**src/rtl/instr_decode_stage.sv**
```systemverilog
// RV32I decode stage: register file, immediate generation, control decode, decode->exec pipeline register.
// Latency: one cycle from instr_decode to the *_exec outputs; register file reads are combinational.
// Backpressure: stall_decode holds the pipeline register; flush_exec loads a bubble and overrides stall.
// Optional build macro FORWARD_WB_EN: write-through of the writeback port into same-cycle reads.
module instr_decode_stage #(
  parameter int XLEN  = 32,
  parameter int NREGS = 32
) (
  input  logic            clk,
  input  logic            rst_n,
  input  logic [XLEN-1:0] instr_decode,
  input  logic [XLEN-1:0] pc_decode,
  input  logic [XLEN-1:0] next_pc_decode,
  input  logic            stall_decode,
  input  logic            flush_exec,
  input  logic            reg_write_wb,
  input  logic [4:0]      rd_wb,
  input  logic [XLEN-1:0] result_wb,
  output logic [XLEN-1:0] rd1_exec,
  output logic [XLEN-1:0] rd2_exec,
  output logic [XLEN-1:0] imm_exec,
  output logic [XLEN-1:0] pc_exec,
  output logic [XLEN-1:0] next_pc_exec,
  output logic [4:0]      rs1_exec,
  output logic [4:0]      rs2_exec,
  output logic [4:0]      rd_exec,
  output logic [2:0]      funct3_exec,
  output logic [3:0]      alu_ctrl_exec,
  output logic            alu_src_a_exec,
  output logic            alu_src_b_exec,
  output logic [1:0]      result_src_exec,
  output logic            reg_write_exec,
  output logic            mem_write_exec,
  output logic            branch_exec,
  output logic            jump_exec,
  output logic            jalr_exec,
  output logic            illegal_exec
);

  localparam logic [6:0] OP_R      = 7'b0110011;
  localparam logic [6:0] OP_IALU   = 7'b0010011;
  localparam logic [6:0] OP_LOAD   = 7'b0000011;
  localparam logic [6:0] OP_STORE  = 7'b0100011;
  localparam logic [6:0] OP_BRANCH = 7'b1100011;
  localparam logic [6:0] OP_JAL    = 7'b1101111;
  localparam logic [6:0] OP_JALR   = 7'b1100111;
  localparam logic [6:0] OP_LUI    = 7'b0110111;
  localparam logic [6:0] OP_AUIPC  = 7'b0010111;

  localparam logic [3:0] ALU_ADD  = 4'd0;
  localparam logic [3:0] ALU_SUB  = 4'd1;
  localparam logic [3:0] ALU_AND  = 4'd2;
  localparam logic [3:0] ALU_OR   = 4'd3;
  localparam logic [3:0] ALU_XOR  = 4'd4;
  localparam logic [3:0] ALU_SLT  = 4'd5;
  localparam logic [3:0] ALU_SLTU = 4'd6;
  localparam logic [3:0] ALU_SLL  = 4'd7;
  localparam logic [3:0] ALU_SRL  = 4'd8;
  localparam logic [3:0] ALU_SRA  = 4'd9;

  localparam logic [1:0] RES_ALU  = 2'b00;
  localparam logic [1:0] RES_MEM  = 2'b01;
  localparam logic [1:0] RES_NPC  = 2'b10;

  // Everything the exec stage consumes, carried as one pipeline word so
  // reset, flush and stall act on it uniformly.
  typedef struct packed {
    logic [XLEN-1:0] rd1;
    logic [XLEN-1:0] rd2;
    logic [XLEN-1:0] imm;
    logic [XLEN-1:0] pc;
    logic [XLEN-1:0] next_pc;
    logic [4:0]      rs1;
    logic [4:0]      rs2;
    logic [4:0]      rd;
    logic [2:0]      funct3;
    logic [3:0]      alu_ctrl;
    logic            alu_src_a;
    logic            alu_src_b;
    logic [1:0]      result_src;
    logic            reg_write;
    logic            mem_write;
    logic            branch;
    logic            jump;
    logic            jalr;
    logic            illegal;
  } dx_t;

  // x0 has no storage; reads of index 0 fall through to the zero default.
  logic [XLEN-1:0] r_regs [1:NREGS-1];
  dx_t             r_dx;

  logic [6:0]      w_opcode;
  logic [2:0]      w_funct3;
  logic            w_funct7_b5;
  logic [XLEN-1:0] w_imm_i;
  logic [XLEN-1:0] w_imm_s;
  logic [XLEN-1:0] w_imm_b;
  logic [XLEN-1:0] w_imm_u;
  logic [XLEN-1:0] w_imm_j;

  logic [4:0]      w_rs1_idx;
  logic [4:0]      w_rs2_idx;
  logic [4:0]      w_rd_idx;
  logic [XLEN-1:0] w_rd1;
  logic [XLEN-1:0] w_rd2;

  logic [XLEN-1:0] w_imm;
  logic [3:0]      w_alu_ctrl;
  logic            w_alu_src_a;
  logic            w_alu_src_b;
  logic [1:0]      w_result_src;
  logic            w_reg_write;
  logic            w_mem_write;
  logic            w_branch;
  logic            w_jump;
  logic            w_jalr;
  logic            w_illegal;
  dx_t             w_dx;

  assign w_opcode    = instr_decode[6:0];
  assign w_funct3    = instr_decode[14:12];
  assign w_funct7_b5 = instr_decode[30];

  assign w_imm_i = {{20{instr_decode[31]}}, instr_decode[31:20]};
  assign w_imm_s = {{20{instr_decode[31]}}, instr_decode[31:25], instr_decode[11:7]};
  assign w_imm_b = {{19{instr_decode[31]}}, instr_decode[31], instr_decode[7],
                    instr_decode[30:25], instr_decode[11:8], 1'b0};
  assign w_imm_u = {instr_decode[31:12], 12'b0};
  assign w_imm_j = {{11{instr_decode[31]}}, instr_decode[31], instr_decode[19:12],
                    instr_decode[20], instr_decode[30:21], 1'b0};

  // ALU op from funct3; the funct7[5] alternate means sub only for R-type,
  // but selects sra for shifts in both R and I forms.
  function automatic logic [3:0] alu_sel(input logic [2:0] f3, input logic alt, input logic is_r);
    logic [3:0] sel;
    case (f3)
      3'b000:  sel = (is_r && alt) ? ALU_SUB : ALU_ADD;
      3'b001:  sel = ALU_SLL;
      3'b010:  sel = ALU_SLT;
      3'b011:  sel = ALU_SLTU;
      3'b100:  sel = ALU_XOR;
      3'b101:  sel = alt ? ALU_SRA : ALU_SRL;
      3'b110:  sel = ALU_OR;
      default: sel = ALU_AND;
    endcase
    return sel;
  endfunction

  // Register file write port; x1..x31 cleared on reset, x0 writes dropped.
  always_ff @(posedge clk or negedge rst_n) begin
    if (!rst_n) begin
      for (int i = 1; i < NREGS; i++) r_regs[i] <= '0;
    end else if (reg_write_wb && (rd_wb != 5'd0)) begin
      for (int i = 1; i < NREGS; i++) begin
        if (rd_wb == 5'(i)) r_regs[i] <= result_wb;
      end
    end
  end

  // Register indices per format: rs2 only where the format has one, rd
  // suppressed for store/branch, rs1 forced to x0 for lui.
  always_comb begin
    w_rs1_idx = instr_decode[19:15];
    w_rs2_idx = 5'd0;
    w_rd_idx  = instr_decode[11:7];
    case (w_opcode)
      OP_R: w_rs2_idx = instr_decode[24:20];
      OP_STORE, OP_BRANCH: begin
        w_rs2_idx = instr_decode[24:20];
        w_rd_idx  = 5'd0;
      end
      OP_LUI:  w_rs1_idx = 5'd0;
      default: ;
    endcase
  end

  // Combinational register file reads, optionally bypassing the write port.
  always_comb begin
    w_rd1 = '0;
    w_rd2 = '0;
    for (int i = 1; i < NREGS; i++) begin
      if (w_rs1_idx == 5'(i)) w_rd1 = r_regs[i];
      if (w_rs2_idx == 5'(i)) w_rd2 = r_regs[i];
    end
`ifdef FORWARD_WB_EN
    if (reg_write_wb && (rd_wb != 5'd0)) begin
      if (w_rs1_idx == rd_wb) w_rd1 = result_wb;
      if (w_rs2_idx == rd_wb) w_rd2 = result_wb;
    end
`endif
  end

  // Main control decode by opcode; anything unrecognised is flagged illegal.
  always_comb begin
    w_imm        = '0;
    w_alu_ctrl   = ALU_ADD;
    w_alu_src_a  = 1'b0;
    w_alu_src_b  = 1'b0;
    w_result_src = RES_ALU;
    w_reg_write  = 1'b0;
    w_mem_write  = 1'b0;
    w_branch     = 1'b0;
    w_jump       = 1'b0;
    w_jalr       = 1'b0;
    w_illegal    = 1'b0;
    case (w_opcode)
      OP_R: begin
        w_alu_ctrl  = alu_sel(w_funct3, w_funct7_b5, 1'b1);
        w_reg_write = 1'b1;
      end
      OP_IALU: begin
        w_alu_ctrl  = alu_sel(w_funct3, w_funct7_b5, 1'b0);
        w_alu_src_b = 1'b1;
        w_imm       = w_imm_i;
        w_reg_write = 1'b1;
      end
      OP_LOAD: begin
        w_alu_src_b  = 1'b1;
        w_imm        = w_imm_i;
        w_result_src = RES_MEM;
        w_reg_write  = 1'b1;
      end
      OP_STORE: begin
        w_alu_src_b = 1'b1;
        w_imm       = w_imm_s;
        w_mem_write = 1'b1;
      end
      OP_BRANCH: begin
        w_alu_ctrl = ALU_SUB;
        w_imm      = w_imm_b;
        w_branch   = 1'b1;
      end
      OP_JAL: begin
        w_imm        = w_imm_j;
        w_jump       = 1'b1;
        w_result_src = RES_NPC;
        w_reg_write  = 1'b1;
      end
      OP_JALR: begin
        w_imm        = w_imm_i;
        w_jump       = 1'b1;
        w_jalr       = 1'b1;
        w_result_src = RES_NPC;
        w_reg_write  = 1'b1;
      end
      OP_LUI: begin
        w_imm       = w_imm_u;
        w_alu_src_b = 1'b1;
        w_reg_write = 1'b1;
      end
      OP_AUIPC: begin
        w_imm       = w_imm_u;
        w_alu_src_a = 1'b1;
        w_alu_src_b = 1'b1;
        w_reg_write = 1'b1;
      end
      default: w_illegal = 1'b1;
    endcase
  end

  // Assemble the next pipeline word; an illegal instruction travels as a
  // bubble that keeps only its PCs and the illegal flag for the trap logic.
  always_comb begin
    w_dx         = '0;
    w_dx.pc      = pc_decode;
    w_dx.next_pc = next_pc_decode;
    w_dx.illegal = w_illegal;
    if (!w_illegal) begin
      w_dx.rd1        = w_rd1;
      w_dx.rd2        = w_rd2;
      w_dx.imm        = w_imm;
      w_dx.rs1        = w_rs1_idx;
      w_dx.rs2        = w_rs2_idx;
      w_dx.rd         = w_rd_idx;
      w_dx.funct3     = w_funct3;
      w_dx.alu_ctrl   = w_alu_ctrl;
      w_dx.alu_src_a  = w_alu_src_a;
      w_dx.alu_src_b  = w_alu_src_b;
      w_dx.result_src = w_result_src;
      w_dx.reg_write  = w_reg_write;
      w_dx.mem_write  = w_mem_write;
      w_dx.branch     = w_branch;
      w_dx.jump       = w_jump;
      w_dx.jalr       = w_jalr;
    end
  end

  // Decode->exec register: flush wins over stall, stall holds, else load.
  always_ff @(posedge clk or negedge rst_n) begin
    if (!rst_n) begin
      r_dx <= '0;
    end else if (flush_exec) begin
      r_dx <= '0;
    end else if (!stall_decode) begin
      r_dx <= w_dx;
    end
  end

  assign rd1_exec        = r_dx.rd1;
  assign rd2_exec        = r_dx.rd2;
  assign imm_exec        = r_dx.imm;
  assign pc_exec         = r_dx.pc;
  assign next_pc_exec    = r_dx.next_pc;
  assign rs1_exec        = r_dx.rs1;
  assign rs2_exec        = r_dx.rs2;
  assign rd_exec         = r_dx.rd;
  assign funct3_exec     = r_dx.funct3;
  assign alu_ctrl_exec   = r_dx.alu_ctrl;
  assign alu_src_a_exec  = r_dx.alu_src_a;
  assign alu_src_b_exec  = r_dx.alu_src_b;
  assign result_src_exec = r_dx.result_src;
  assign reg_write_exec  = r_dx.reg_write;
  assign mem_write_exec  = r_dx.mem_write;
  assign branch_exec     = r_dx.branch;
  assign jump_exec       = r_dx.jump;
  assign jalr_exec       = r_dx.jalr;
  assign illegal_exec    = r_dx.illegal;

endmodule

```
**config.mk**
```make
export PLATFORM = sky130hd
export DESIGN_NAME = instr_decode_stage
export DESIGN_NICKNAME = d
export VERILOG_FILES = /design/src/rtl/instr_decode_stage.sv
export SDC_FILE = /design/constraint.sdc
export NUM_CORES = 2
export LEC_CHECK = 0
export ABC_CLOCK_PERIOD_IN_PS = 2300
export BUFFER_PORTS_ARGS = -buffer_cell sky130_fd_sc_hd__clkbuf_2
export CAP_MARGIN = 5
export CORE_UTILIZATION = 31
export CTS_BUF_LIST = sky130_fd_sc_hd__clkbuf_16
export CTS_CLUSTER_SIZE = 40
export DETAILED_ROUTE_END_ITERATION = 12
export GPL_TIMING_DRIVEN = 1
export PLACE_DENSITY_LB_ADDON = 0.3
export SKIP_LAST_GASP = 1
export SYNTH_ARGS = -nofsm -noshare
export SYNTH_HDL_FRONTEND = slang
export SYNTH_SLANG_ARGS = --single-unit
```
**constraint.sdc**
```tcl
create_clock -name clk -period 2.3 [get_ports clk]
set_input_delay 0.345 -clock clk [delete_from_list [all_inputs] [get_ports clk]]
set_output_delay 0.345 -clock clk [all_outputs]
set_load 0.05 [all_outputs]
```
After elaboration in Yosys (flattened, before gate mapping)

Index checks and enable logic that the tools add are counted.

Bits of input ports: 138
Output and inout bits: 192
Word-level logic and storage cells: 285
Bits in registers: 1184

Multiplexer cells: 84
Eq/ne operators: 109
Reductions and logical operators: 42

Operators by type and width:

| operator                                                              | number |
|---|---|
| 32-bit 2-to-1 mux                                                     | 62 |
| 192-bit 2-to-1 mux                                                    | 2 |
| 5-bit equality test, second input constant                            | 48 |
| 32-bit case mux with 5 select lines                                   | 1 |
| 5-bit by 4-bit equality test with 1-bit output, second input constant | 24 |
| 96-bit 2-to-1 mux                                                     | 1 |
| 2-bit AND reduction                                                   | 31 |
| 5-bit by 3-bit equality test with 1-bit output, second input constant | 12 |
| 4-bit case mux with 7 select lines                                    | 2 |
| 31-bit 2-to-1 mux                                                     | 1 |
| 5-bit by 2-bit equality test with 1-bit output, second input constant | 6 |
| 7-bit by 6-bit equality test with 1-bit output, second input constant | 3 |
| 7-bit equality test, second input constant                            | 3 |
| 5-bit by 1-bit equality test with 1-bit output, second input constant | 3 |
| 5-bit 2-to-1 mux                                                      | 3 |
| 7-bit by 5-bit equality test with 1-bit output, second input constant | 2 |
| 4-bit case mux with 3 select lines                                    | 1 |
| 1-bit 2-to-1 mux                                                      | 10 |
| 3-bit equality test, second input constant                            | 3 |
| 9-bit OR reduction                                                    | 1 |
| 7-bit by 2-bit equality test with 1-bit output, second input constant | 1 |
| 7-bit OR reduction                                                    | 1 |
| 3-bit by 2-bit equality test with 1-bit output, second input constant | 2 |
| 2-bit OR reduction                                                    | 3 |
| other kinds (8)                                                       | 9 |

Logic depth before layout (Yosys ltp)

Depth in word-level cells: 38
Gate-level depth with buffers: 13
Depth with buffers taken out: 8

Worst setup path after synthesis

Ideal clock, no wire load.

Path kind: input port to flip-flop
From: input port instr_decode[21]
To: register r_dx (netlist bit rd2_exec[2])
Slack: -0.208 ns
Setup time: 0.124 ns
Data arrival time: 2.384 ns
Cell stages on the path: 10
Data required time: 2.176 ns
Buffers on the path: 3
Path through: buf_6 -> or3b_4 -> buf_6 -> or4_4 -> buf_6 -> o22ai_2 -> a21oi_2 -> a2111oi_4 -> a21oi_1 -> a211o_1

Cells in the longest elaborated chain, start to end: 36
Elaborated cells on any way between the ends: 66
Classes of those cells: 31 x eq/ne; 35 x mux

RTL lines:

| item                                           | line | text |
|---|---|---|
| start, declared                                | 11   | `input logic [XLEN-1:0] instr_decode,` |
| 5-bit 2-to-1 mux (*)                           | 167  | `case (w_opcode)` |
| 5-bit by 1-bit equality test with 1-bit output | 184  | `if (w_rs2_idx == 5'(i)) w_rd2 = r_regs[i];` |
| 32-bit 2-to-1 mux (30 in series)               | 184  |  |
| 32-bit 2-to-1 mux (*)                          | 184  |  |
| 96-bit 2-to-1 mux (*)                          | 269  | `if (!w_illegal) begin` |
| 192-bit 2-to-1 mux (*)                         | 295  | `end else if (!stall_decode) begin` |
| 192-bit 2-to-1 mux (*)                         | 293  | `end else if (flush_exec) begin` |
| end signal, assigned                           | 296  | `r_dx <= w_dx;` |
| end, declared                                  | 91   | `dx_t r_dx;` |

Every way passes the cells marked *; elsewhere a longest branch is shown, timed or not. The select of a mux whose other input is x is not followed.
A chain may end at the register's enable or synchronous reset.

Worst setup path after layout

From: input port instr_decode[6]
To: register r_dx (netlist bit rd1_exec[17])

Cells in the longest elaborated chain, start to end: 37
Elaborated cells on any way between the ends: 76
Classes of those cells: 40 x eq/ne; 35 x mux; 1 x reduce/logical

RTL lines:

| item                                           | line     | text |
|---|---|---|
| 7-bit by 6-bit equality test with 1-bit output | 167, 207 |  |
| 5-bit 2-to-1 mux                               | 167      |  |
| 5-bit by 1-bit equality test with 1-bit output | 183      | `if (w_rs1_idx == 5'(i)) w_rd1 = r_regs[i];` |
| 32-bit 2-to-1 mux (31 in series)               | 183      |  |
| 96-bit 2-to-1 mux (*)                          | 269      |  |
| 192-bit 2-to-1 mux (*)                         | 295      |  |
| 192-bit 2-to-1 mux (*)                         | 293      |  |

Marked as above.

==> results.py <==
metrics = {
    "outcome": {
        "status": "finished, violations left",
        "failed_checks": "negative setup slack",
    },
    "power": {
        "totalPowerFinal_uw": 60770,
        "switching_share_pct": 30.57,
        "switching_power_uw": 18580,
        "internal_power_uw": 42190,
        "power_density_nw_per_um2": 717.7,
        "power.combinational.fraction_pct": 15.1,
        "leakagePower_uw": 0.03806,
        "clockPowerShare_pct": 38.3,
        "peak_supply_drop_mv": 0.6295,
        "p_seq_share_pct": 46.6,
    },
    "critical_path": {
        "worst-r2r-cell-count": 8,
        "crit_slowest_cell": "sky130_fd_sc_hd__and4b_4",
        "critical-path-max-stage-delay_ns": 0.45,
        "crit_buf_inv": 7,
        "start_kind": "input pin",
        "r2r_start": "r_regs[847]",
        "family_with_the_most_delay_on_the_worst_path": "simple AND/OR/NAND/NOR gates",
        "crit_top_cell": "sky130_fd_sc_hd__buf_4",
        "crit-reg2reg-capture": "rd2_exec[15]",
        "r2r_slack_ns": -0.07,
        "critPathMaxFanout": 7,
        "cp_cell_sequence": "buf_4 > and4b_4 > buf_12 > buf_4 > buf_4 > a211oi_4 > buf_6 > buf_4 > a22oi_2 > nand4_1 > nand4b_1 > nor4_4 > buf_4 > o21ai_1",
        "required_ns": 3.00,
        "endpoint_arrival_time_on_the_critical_path_ns": 3.10,
        "path_class": "input pin to flip-flop",
        "end_kind": "flip-flop",
        "worstSetupStartpoint": "instr_decode[6]",
    },
    "routing": {
        "drt-vias-per-instance": 6.330,
        "drcViolationCount": 0,
        "initialDrtViolationCount": 7902,
        "detail_route.wl_per_cell_microns": 38.63,
        "routed-via-count": 60324,
        "drt-total-wl_microns": 368200,
        "number_of_routed_nets_with_antenna_violations": 0,
        "detail_route.first_pass.iterations": 7,
    },
    "timing": {
        "hold_ws_ns": 0.08615,
        "finalWorstPathRequiredPeriod_ns": 2.399,
        "setup_slack_ns": -0.09910,
        "timing.final.max_slew_violations": 0,
        "setup-violations-final": 22,
        "fmax_mhz": 416.8,
        "timing_hold_violations_final": 0,
        "max-slew-margin-rel_pct": 25.51,
        "final.period_utilization_pct": 104.3,
        "rsz0062_at_grt": "yes",
        "clock-skew-final_ns": 0.03957,
        "fin_setup_tns_ns": -0.7990,
        "worst-slew-pin-transition_ns": 1.117,
    },
    "place": {
        "placed_cells_incl_taps": 9082,
        "post_dp_cell_area_sq_um": 76390,
        "portBuffers": 329,
        "hpwlAfterDp_microns": 274900,
        "gpl.final_weighted_congestion": 1.025,
    },
    "global_routing": {
        "grt_antenna_before_repair": 20,
        "grtUsageTotal_pct": 36.39,
        "first_global_vias": 58924,
        "grt_pass1_wl_microns": 498600,
        "grt_start_max_net_pins": 102,
        "globalRoute.totalOverflow": 0,
    },
    "synthesis": {
        "synth_top_flop_cell": "sky130_fd_sc_hd__dfrtp_1",
        "cells_after_synthesis": 5387,
        "synth_top_area_share_pct": 49.03,
        "syn-cell-area_sq_um": 60380,
        "synth_net_count": 5525,
        "synth_seq_area_share_pct": 49.03,
        "synth_largest_area_cell": "sky130_fd_sc_hd__dfrtp_1",
        "ys_seq_elements": 1183,
        "synth_edf_count": 0,
        "synth_area_leaders": "sky130_fd_sc_hd__dfrtp_1, sky130_fd_sc_hd__mux2_2, sky130_fd_sc_hd__a22oi_1",
        "synth_async_sr_flop_share_pct": 100.0,
        "synthDistinctLibCells": 104,
        "post_synth.cell_area_avg_sq_um": 11.21,
        "yosysWarnings": 0,
    },
    "cts": {
        "clkSlewWorstSetupHoldPaths_ns": 0.06,
        "numCtsBuffers": 144,
        "htreeDepth": 4,
        "clk_latency_ns": 0.84,
        "clock-root-buffer": "sky130_fd_sc_hd__clkbuf_16",
        "clock_tree.buffer_depth": 3,
        "clock-sinks": 1183,
        "clock_tree_from_tritoncts": "yes",
    },
    "die": {
        "boundaryPins": 330,
        "core.rowCount": 161,
        "dieArea_sq_um": 196500,
        "die-height_microns": 443.3,
        "chipWidth_microns": 443.3,
        "core_area_sq_um": 193000,
        "floorplan.initialDensity_pct": 31.29,
    },
    "layout": {
        "post_layout_nonfiller_instances": 9530,
        "final.fill_count": 18177,
        "stdcell_area_sq_um": 84680,
        "drive_above_1_share_pct": 47.76,
        "finish.net_count": 7023,
        "synthesis_to_layout_area_growth_pct": 40.25,
    },
    "flow_run": {
        "max-cap-violations": 0,
    },
    "min_path": {
        "holdCritPathClass": "input pin to asynchronous set/reset pin",
    },
}
## state kept, by name, indices dropped and copies added, names as in the netlist, 4 cells and up
signal         cells
r_regs           992
pc_exec           32
rs2_exec           5
rd2_exec          32
rd_exec            5
rs1_exec           5
imm_exec          32
next_pc_exec      32
rd1_exec          32
alu_ctrl_exec      4
## worst reg2reg max path: cells and delay by family (launching register included)
family	cells	cell delay, ns
buf+inv	1	0.19
mux	1	0.27
compound gates	6	1.42
flops	1	0.37
## final cells by class
type | instances | area [sq um] | share of cell area, %
Clock inverter | 110 | 997.2 | 1.178
Multi-Input combinational cell | 3672 | 30520 | 36.04
Tap cell | 2526 | 3161 | 3.732
Sequential cell | 1183 | 29610 | 34.96
Antenna cell | 9 | 22.52 | 0.02660
Inverter | 18 | 72.57 | 0.08570
Timing Repair Buffer | 1866 | 16650 | 19.66
Clock buffer | 146 | 3654 | 4.315
## per-layer routing
metal / GRT usage, % / up-vias / part of all wire (%)
met5: 0 / - / 0.036
li1: - / 23764 / -
met1: 46.96 / 31322 / 39
met4: 22.74 / 12 / 7.7
met2: 55.75 / 4187 / 44
met3: 7.403 / 1039 / 9.3
## cell usage after synthesis (all sizes together) (14+ instances only)
library cell / instances
dfrtp: 1183
mux2: 1004
a22oi: 315
nor2: 313
clkbuf: 312
nand2: 308
o21ai: 256
a21oi: 218
buf: 202
a221oi: 140
nand3: 89
nor3: 85
mux2i: 82
a22o: 71
o22ai: 68
a222oi: 63
o211ai: 55
nand4: 54
a211oi: 52
a221o: 50
o221ai: 42
and3: 39
nor4: 39
a31oi: 23
a2111oi: 22
o31ai: 18
inv: 17
nor2b: 16
nand2b: 15
a211o: 14
a32oi: 14
## power groups by stage
| stage | Combinational, uW | Clock [uW] | Sequential [uW] |
|---|---|---|---|
| 2_1_floorplan | 4560 | 0 | 26800 |
| 6_report | 9200 | 23200 | 28300 |
| 3_5_place_dp | 8650 | 0 | 28300 |
| 5_1_grt | 9650 | 24300 | 28500 |
| 3_3_place_gp | 8460 | 0 | 28200 |
| 4_1_cts | 8980 | 23500 | 28000 |
## cell usage in the layout (no fill, tap or decap), types with 15 or more instances in the layout
cell	Yosys	layout
sky130_fd_sc_hd__a22o_1	71	69
sky130_fd_sc_hd__nand2_2	3	23
sky130_fd_sc_hd__mux2_2	1004	1003
sky130_fd_sc_hd__nand2_1	305	279
sky130_fd_sc_hd__clkbuf_2	0	312
sky130_fd_sc_hd__nand4_1	54	54
sky130_fd_sc_hd__clkbuf_16	0	149
sky130_fd_sc_hd__a222oi_1	63	63
sky130_fd_sc_hd__a221oi_2	0	22
sky130_fd_sc_hd__clkinv_1	1	23
sky130_fd_sc_hd__buf_4	12	1166
sky130_fd_sc_hd__a221oi_1	140	116
sky130_fd_sc_hd__buf_6	9	62
sky130_fd_sc_hd__a22oi_1	315	298
sky130_fd_sc_hd__dlygate4sd3_1	0	83
sky130_fd_sc_hd__o21ai_0	231	202
sky130_fd_sc_hd__o22ai_1	67	64
sky130_fd_sc_hd__dfrtp_1	1183	1181
sky130_fd_sc_hd__a211oi_4	1	23
sky130_fd_sc_hd__a221o_1	50	50
sky130_fd_sc_hd__nand3_1	87	79
sky130_fd_sc_hd__nor4_4	7	16
sky130_fd_sc_hd__o21ai_1	24	44
sky130_fd_sc_hd__nor2_4	0	28
sky130_fd_sc_hd__bufinv_16	0	15
sky130_fd_sc_hd__and3_1	39	34
sky130_fd_sc_hd__a22oi_2	0	17
sky130_fd_sc_hd__inv_1	17	46
sky130_fd_sc_hd__buf_12	0	220
sky130_fd_sc_hd__o211ai_1	54	54
sky130_fd_sc_hd__nor2_1	308	274
sky130_fd_sc_hd__mux2i_1	82	79
sky130_fd_sc_hd__a211oi_1	36	19
sky130_fd_sc_hd__clkinv_2	0	22
sky130_fd_sc_hd__o221ai_1	42	37
sky130_fd_sc_hd__a21oi_1	216	196
sky130_fd_sc_hd__nor4_1	31	17
sky130_fd_sc_hd__a31oi_1	23	16
sky130_fd_sc_hd__nor3_1	77	62
## how the worst max path moves through the flow
stage | end | slack, ns | cells after the start
2_1_floorplan | rd2_exec[4] | -0.11 | 10
3_3_place_gp | rd1_exec[17] | -1.78 | 13
3_5_place_dp | rd1_exec[17] | -1.72 | 13
4_1_cts | rd1_exec[17] | -0.09 | 13
5_1_grt | rd2_exec[15] | -0.09 | 8
6_report | rd1_exec[17] | -0.1 | 14
## kinds of logic after synthesis
group,count (synthesis),share of synthesized area (%)
mux,1087,20.12
flops,1183,49.03
xor+xnor,2,0.02902
compound gates,1524,18.38
simple gates,1059,8.708
buf+inv,532,3.734
## what timing repair did
action / in CTS / in global routing
setup buffers: 58 / 51
gates cloned: 2 / 3
hold endpoints to repair: 464 / 0
setup endpoints to repair: 62 / 60
pin swaps: 76 / 120
hold buffers: 83 / 0
gates resized for setup: 198 / 218
## metrics by stage
stage,util [%],setup slack (ns)
after floorplan,-,-0.1065
after global placement,39.58,-1.780
after detailed placement,39.58,-1.719
after CTS,43.16,-0.08736
after global routing,43.87,-0.08566
final,43.88,-0.09910
No activity file was read; power rests on OpenSTA's default activity.
